### config.mk
export PLATFORM = sky130hd
export DESIGN_NAME = room_plant
export DESIGN_NICKNAME = d
export VERILOG_FILES = /design/src/rtl/thermo_pkg.sv /design/src/rtl/step_timer.sv /design/src/rtl/room_plant.sv
export SDC_FILE = /design/constraint.sdc
export NUM_CORES = 1
export LEC_CHECK = 0
export ABC_AREA = 1
export BUFFER_PORTS_ARGS = -buffer_cell sky130_fd_sc_hd__buf_2
export CORE_ASPECT_RATIO = 0.8
export CORE_UTILIZATION = 58
export CTS_CLUSTER_DIAMETER = 100
export DETAILED_ROUTE_END_ITERATION = 10
export PLACE_DENSITY = 0.87
export SYNTH_ARGS = -nofsm -noshare
export SYNTH_HDL_FRONTEND = slang
export SYNTH_HIERARCHICAL = 1
export SYNTH_SLANG_ARGS = --single-unit
export TNS_END_PERCENT = 50
### constraint.sdc
create_clock -name clk -period 5.1 [get_ports clk]
set_input_delay 0.765 -clock clk [delete_from_list [all_inputs] [get_ports clk]]
set_output_delay 0.765 -clock clk [all_outputs]
set_load 0.01 [all_outputs]
### src/rtl/thermo_pkg.sv
// Shared types and default constants for the thermostat controller and the room plant.
package thermo_pkg;

    localparam int unsigned TEMP_W           = 5;
    localparam int unsigned TEMP_INIT_DEF    = 20;
    localparam int unsigned AMBIENT_DEF      = 18;
    localparam int unsigned STEP_CYCLES_DEF  = 4;
    localparam int unsigned DRIFT_CYCLES_DEF = 8;
    localparam int unsigned TEMP_MIN_DEF     = 0;
    localparam int unsigned TEMP_MAX_DEF     = 31;

    typedef enum logic [1:0] {
        IDLE  = 2'd0,
        HEAT  = 2'd1,
        COOL  = 2'd2,
        FAULT = 2'd3
    } plant_state_t;

    // Plant mode is a pure function of the two controller commands.
    function automatic plant_state_t decode_cmd(input logic heating, input logic cooling);
        plant_state_t st;
        if (heating && cooling) begin
            st = FAULT;
        end else if (heating) begin
            st = HEAT;
        end else if (cooling) begin
            st = COOL;
        end else begin
            st = IDLE;
        end
        return st;
    endfunction

endpackage

### src/rtl/step_timer.sv
// Loadable up-counter with runtime terminal count, synchronous clear and hold.
// tc is a same-cycle flag marking the edge on which the counter wraps.
module step_timer #(
    parameter int unsigned CNT_W = 3
) (
    input  logic             clk,
    input  logic             rst,
    input  logic             clr,
    input  logic             hold,
    input  logic             load,
    input  logic [CNT_W-1:0] load_val,
    input  logic [CNT_W-1:0] term,
    output logic [CNT_W-1:0] count,
    output logic             tc
);

    assign tc = !clr && !hold && !load && (count == term);

    always_ff @(posedge clk) begin
        if (rst) begin
            count <= '0;
        end else if (clr) begin
            count <= '0;
        end else if (load) begin
            count <= load_val;
        end else if (hold) begin
            count <= count;
        end else if (tc) begin
            count <= '0;
        end else begin
            count <= count + CNT_W'(1);
        end
    end

endmodule

### src/rtl/room_plant.sv
// Behavioural room thermal plant driven by heating/cooling commands.
// Optional PLANT_DISTURB_EN adds dist_req/dist_up for external +/-1 steps.
module room_plant
    import thermo_pkg::*;
#(
    parameter int unsigned TEMP_INIT    = TEMP_INIT_DEF,
    parameter int unsigned AMBIENT      = AMBIENT_DEF,
    parameter int unsigned STEP_CYCLES  = STEP_CYCLES_DEF,
    parameter int unsigned DRIFT_CYCLES = DRIFT_CYCLES_DEF,
    parameter int unsigned TEMP_MIN     = TEMP_MIN_DEF,
    parameter int unsigned TEMP_MAX     = TEMP_MAX_DEF
) (
    input  logic              clk,
    input  logic              rst,
    input  logic              heating,
    input  logic              cooling,
`ifdef PLANT_DISTURB_EN
    input  logic              dist_req,
    input  logic              dist_up,
`endif
    output logic [TEMP_W-1:0] temp,
    output logic              temp_chg,
    output logic              at_limit,
    output logic              fault
);

    localparam int unsigned CYC_MAX = (STEP_CYCLES > DRIFT_CYCLES) ? STEP_CYCLES : DRIFT_CYCLES;
    localparam int unsigned CNT_W   = $clog2(CYC_MAX);

    localparam logic [CNT_W-1:0]  STEP_TC  = CNT_W'(STEP_CYCLES - 1);
    localparam logic [CNT_W-1:0]  DRIFT_TC = CNT_W'(DRIFT_CYCLES - 1);
    localparam logic [TEMP_W-1:0] MIN_T    = TEMP_W'(TEMP_MIN);
    localparam logic [TEMP_W-1:0] MAX_T    = TEMP_W'(TEMP_MAX);
    localparam logic [TEMP_W-1:0] AMB_T    = TEMP_W'(AMBIENT);
    localparam logic [TEMP_W-1:0] INIT_T   = TEMP_W'(TEMP_INIT);
    localparam int                LO       = int'(TEMP_MIN);
    localparam int                HI       = int'(TEMP_MAX);

    plant_state_t      state;
    plant_state_t      state_nxt;
    logic              clr;
    logic              hold;
    logic              tc;
    logic [CNT_W-1:0]  count;
    logic [CNT_W-1:0]  term;
    logic [TEMP_W-1:0] temp_nxt;
    int                delta;
    int                sum;

    step_timer #(
        .CNT_W (CNT_W)
    ) u_step_timer (
        .clk      (clk),
        .rst      (rst),
        .clr      (clr),
        .hold     (hold),
        .load     (1'b0),
        .load_val ('0),
        .term     (term),
        .count    (count),
        .tc       (tc)
    );

    always_ff @(posedge clk) begin
        if (rst) begin
            state <= IDLE;
        end else begin
            state <= state_nxt;
        end
    end

    // Next state, timer control and the clamped next temperature.
    always_comb begin
        state_nxt = decode_cmd(heating, cooling);
        clr       = (state_nxt != state);
        hold      = (state == FAULT);
        term      = (state == IDLE) ? DRIFT_TC : STEP_TC;
        delta     = 0;
        if (tc) begin
            case (state)
                HEAT:    delta = 1;
                COOL:    delta = -1;
                IDLE: begin
                    if (temp < AMB_T) begin
                        delta = 1;
                    end else if (temp > AMB_T) begin
                        delta = -1;
                    end
                end
                default: delta = 0;
            endcase
        end
`ifdef PLANT_DISTURB_EN
        if (dist_req) begin
            delta = delta + (dist_up ? 1 : -1);
        end
`else
        delta = delta + 0;
`endif
        // Clamp the net move so limits hold even when two steps coincide.
        sum = int'(temp) + delta;
        if (sum > HI) begin
            sum = HI;
        end else if (sum < LO) begin
            sum = LO;
        end
        temp_nxt = TEMP_W'(sum);
    end

    always_ff @(posedge clk) begin
        if (rst) begin
            temp     <= INIT_T;
            temp_chg <= 1'b0;
            at_limit <= (INIT_T == MIN_T) || (INIT_T == MAX_T);
            fault    <= 1'b0;
        end else begin
            temp     <= temp_nxt;
            temp_chg <= (temp_nxt != temp);
            at_limit <= (temp_nxt == MIN_T) || (temp_nxt == MAX_T);
            fault    <= (state_nxt == FAULT);
        end
    end

endmodule

==> results.md <==
* Status: finished clean
* Place WS at 281 ps
* FMAX at 220 MHz
* Worst Hold Path Cells at 3
* Reg2reg path depth at 32
* Fin crit share at 0.890
* Post-synthesis register bit count at 13
* Layout cells sized above 1 at 0.171
* ANT cells at 0
* EDFF count, synth at 0
* Largest area contributor in the synthesized netlist: dfxtp_1
* Switching Fraction at 0.402
* Clock Skew at 4.18 ps
* HPWL after detailed placement at 2240 um
* Post-synth cell types at 32
* Initial antenna violation count at 0
* Critical path class: in -> reg
* Detailed Route Iter0 Violations at 59
* Post-Route WL at 2800 um
* Io pins at 12
* Nature of the critical path endpoint: flop
* Maxcap violations at 0
* Worst skew pair latency at 280 ps
* Vias in the first global route at 1151
* Total CTS buffers at 3
* Final setup fails at 0
* Yosys Warn Count at 6
* Clock Tree Buf Depth at 2
* Clock Sinks at 13
* Post-cts repair resize count at 0
* P&R area growth vs syn at 9.85%
* Total GRT Usage at 0.241
* Seq pwr share at 0.395
* Drt pass-1 iters at 4
* RSZ-0062 raised after global routing: no
* Setup Buffers After CTS at 0
* Largest net degree at the start of global routing at 20
* Final setup margin at 562 ps
* Initial Utilization at 0.637
* Fin. max-slew vios at 0
* Ys flop type: dfxtp_1
* DR vias at 1367
* Cell area after synthesis at 1420 um^2
* Worst VDD drop at 0.000216 V
* Die Width at 57.4 um
* Post-CTS Hold Fix Bufs at 0
* Post-synthesis sequential area ratio at 0.183
* Post-layout min period at 4540 ps
* Core box area at 2230 um^2
* Final hold vios at 0
* Mapped Avg Cell Area at 6.44 um^2
* CTS root buf: clkbuf_4
* Fraction of registers with async set/reset at 0
* Nets at 271
* CP required at 5290 ps
* DRC at 0
* Sw power at 0.000129 W
* WHS at 606 ps
* Wire per inst at 10.3 um
* H-tree depth at 1
* CP max stage cell: a21oi_1
* Setup TNS at 0 ps
* Routed vias/inst at 5.04
* Top cells by area, synth: dfxtp_1, ha_1, nand2_1
* CP delay by family, top: simple AND/OR/NAND/NOR gates
* Hold Crit Class: reg -> reg
* Final antenna-violating net count at 0
* Worst EP arrival at 4730 ps
* CP peak stage delay at 340 ps
* Crit path depth at 33
* Chip height at 46.3 um
* Startpoint type of the worst setup path: input port
* Port bufs at 11
* Placer congestion estimate at 0.897
* Power Dens Cells at 205 nW/um^2
* Leakage power at 0.886 nW
* Fillers at 197
* CTS tree: yes
* Std-Cell Rows at 15
* Share of the synthesized area in the top cell type at 0.183
* Die area at 2660 um^2
* Crit path max fanout at 19
* Reg clk slew, reported paths at 80 ps
* P_int at 0.000192 W
* Total grt overflow at 0
* CP Buf/Inv Count at 6
* Combinational power share at 0.406
* Global-route wire length before repair at 4850 um
* Synth Instances at 221
* Clk pwr share at 0.199
-- power by group through the flow --
stage               Combinational [W]  Sequential, W  Clock [W]
floorplan                    0.000103       0.000131          0
global placement             0.000124       0.000128          0
detailed placement           0.000129       0.000128          0
CTS                          0.000130       0.000126  0.0000657
global route                 0.000149       0.000128  0.0000714
finish                       0.000130       0.000127  0.0000637
-- cell type report --
type	count	area (um^2)	share of cell area
clock inverter	1	5.00	0.00320
timing repair buffer	13	70.1	0.0448
inverter	37	139	0.0889
multi-input combinational	179	1030	0.662
clock buffer	3	22.5	0.0144
tap	25	31.3	0.0200
sequential	13	260	0.167
-- path summary, 6_finish.rpt --
path	start	endpoint	slack [ps]
setup / recovery	heating	temp_chg	560
hold reg to reg	u_step_timer/count[0]	u_step_timer/count[0]	610
hold / removal	u_step_timer/count[0]	u_step_timer/count[0]	610
setup reg to reg	state[0]	temp_chg	760
-- per-layer routing --
layer / track usage / wire [um] / vias to the layer above
met1: 0.302 / 1360 / 588
met4: 0.102 / 51 / 0
met3: 0.0674 / 172 / 6
met2: 0.395 / 1220 / 33
li1: - / - / 740
met5: 0 / 0 / -
-- cells in the final DEF, fill, tap and decap left out, drive strengths merged, types with 2 or more instances in the layout --
cell and instances:
nand2 58, inv 37, nor2 32, ha 19
nand3 19, dfxtp 13, buf 13, conb 12
a21oi 10, o21ai 9, nor3 4, or2 3
clkbuf 3, nor4 2, xnor2 2, nand4 2
-- registers in the layout, indices dropped and copies added (netlist names) --
| register | count |
|---|---|
| fault | 1 |
| state | 2 |
| temp | 5 |
| temp_chg | 1 |
| at_limit | 1 |
| u_step_timer/count | 3 |
-- synth_stat cells (2+ instances only) --
library cell / count
nor2_1: 29
inv_1: 34
o21ai_1: 2
nand3_1: 15
o21ai_0: 7
inv_2: 3
nand2_2: 8
a21oi_1: 9
nand3_2: 3
ha_1: 19
conb_1: 2
dfxtp_1: 13
nor4_1: 2
nand2_1: 49
nand4_1: 2
or2_2: 3
nor2_2: 3
xnor2_1: 2
nor3_1: 3
-- through the flow --
step | total power, W | utilization | std cells | area, um^2
floorplan | 0.000234 | - | 231 | 1460
global placement | 0.000253 | 0.687 | 267 | 1540
detailed placement | 0.000257 | 0.687 | 267 | 1540
CTS | 0.000321 | 0.700 | 271 | 1560
global route | 0.000349 | 0.700 | 271 | 1560
finish | 0.000321 | 0.700 | 271 | 1560
-- worst reg2reg max path, delay by kind of cell, from the launching register on --
kind / cells / cell delay (ps)
AO/OA/AOI/OAI: 2 / 520
XOR/XNOR: 1 / 130
buffers and inverters: 5 / 490
AND/OR/NAND/NOR: 22 / 2200
adder cells (fa/ha/maj): 2 / 520
flip-flops: 1 / 390
-- logic make-up after synthesis --
| kind of cell | synth area share |
|---|---|
| adder cells (fa/ha/maj) | 0.181 |
| AO/OA/AOI/OAI | 0.0809 |
| XOR/XNOR | 0.0185 |
| AND/OR/NAND/NOR | 0.415 |
| buffers and inverters | 0.116 |
| flip-flops | 0.183 |
| other | 0.00528 |
Power figures use the tool's default switching activity.
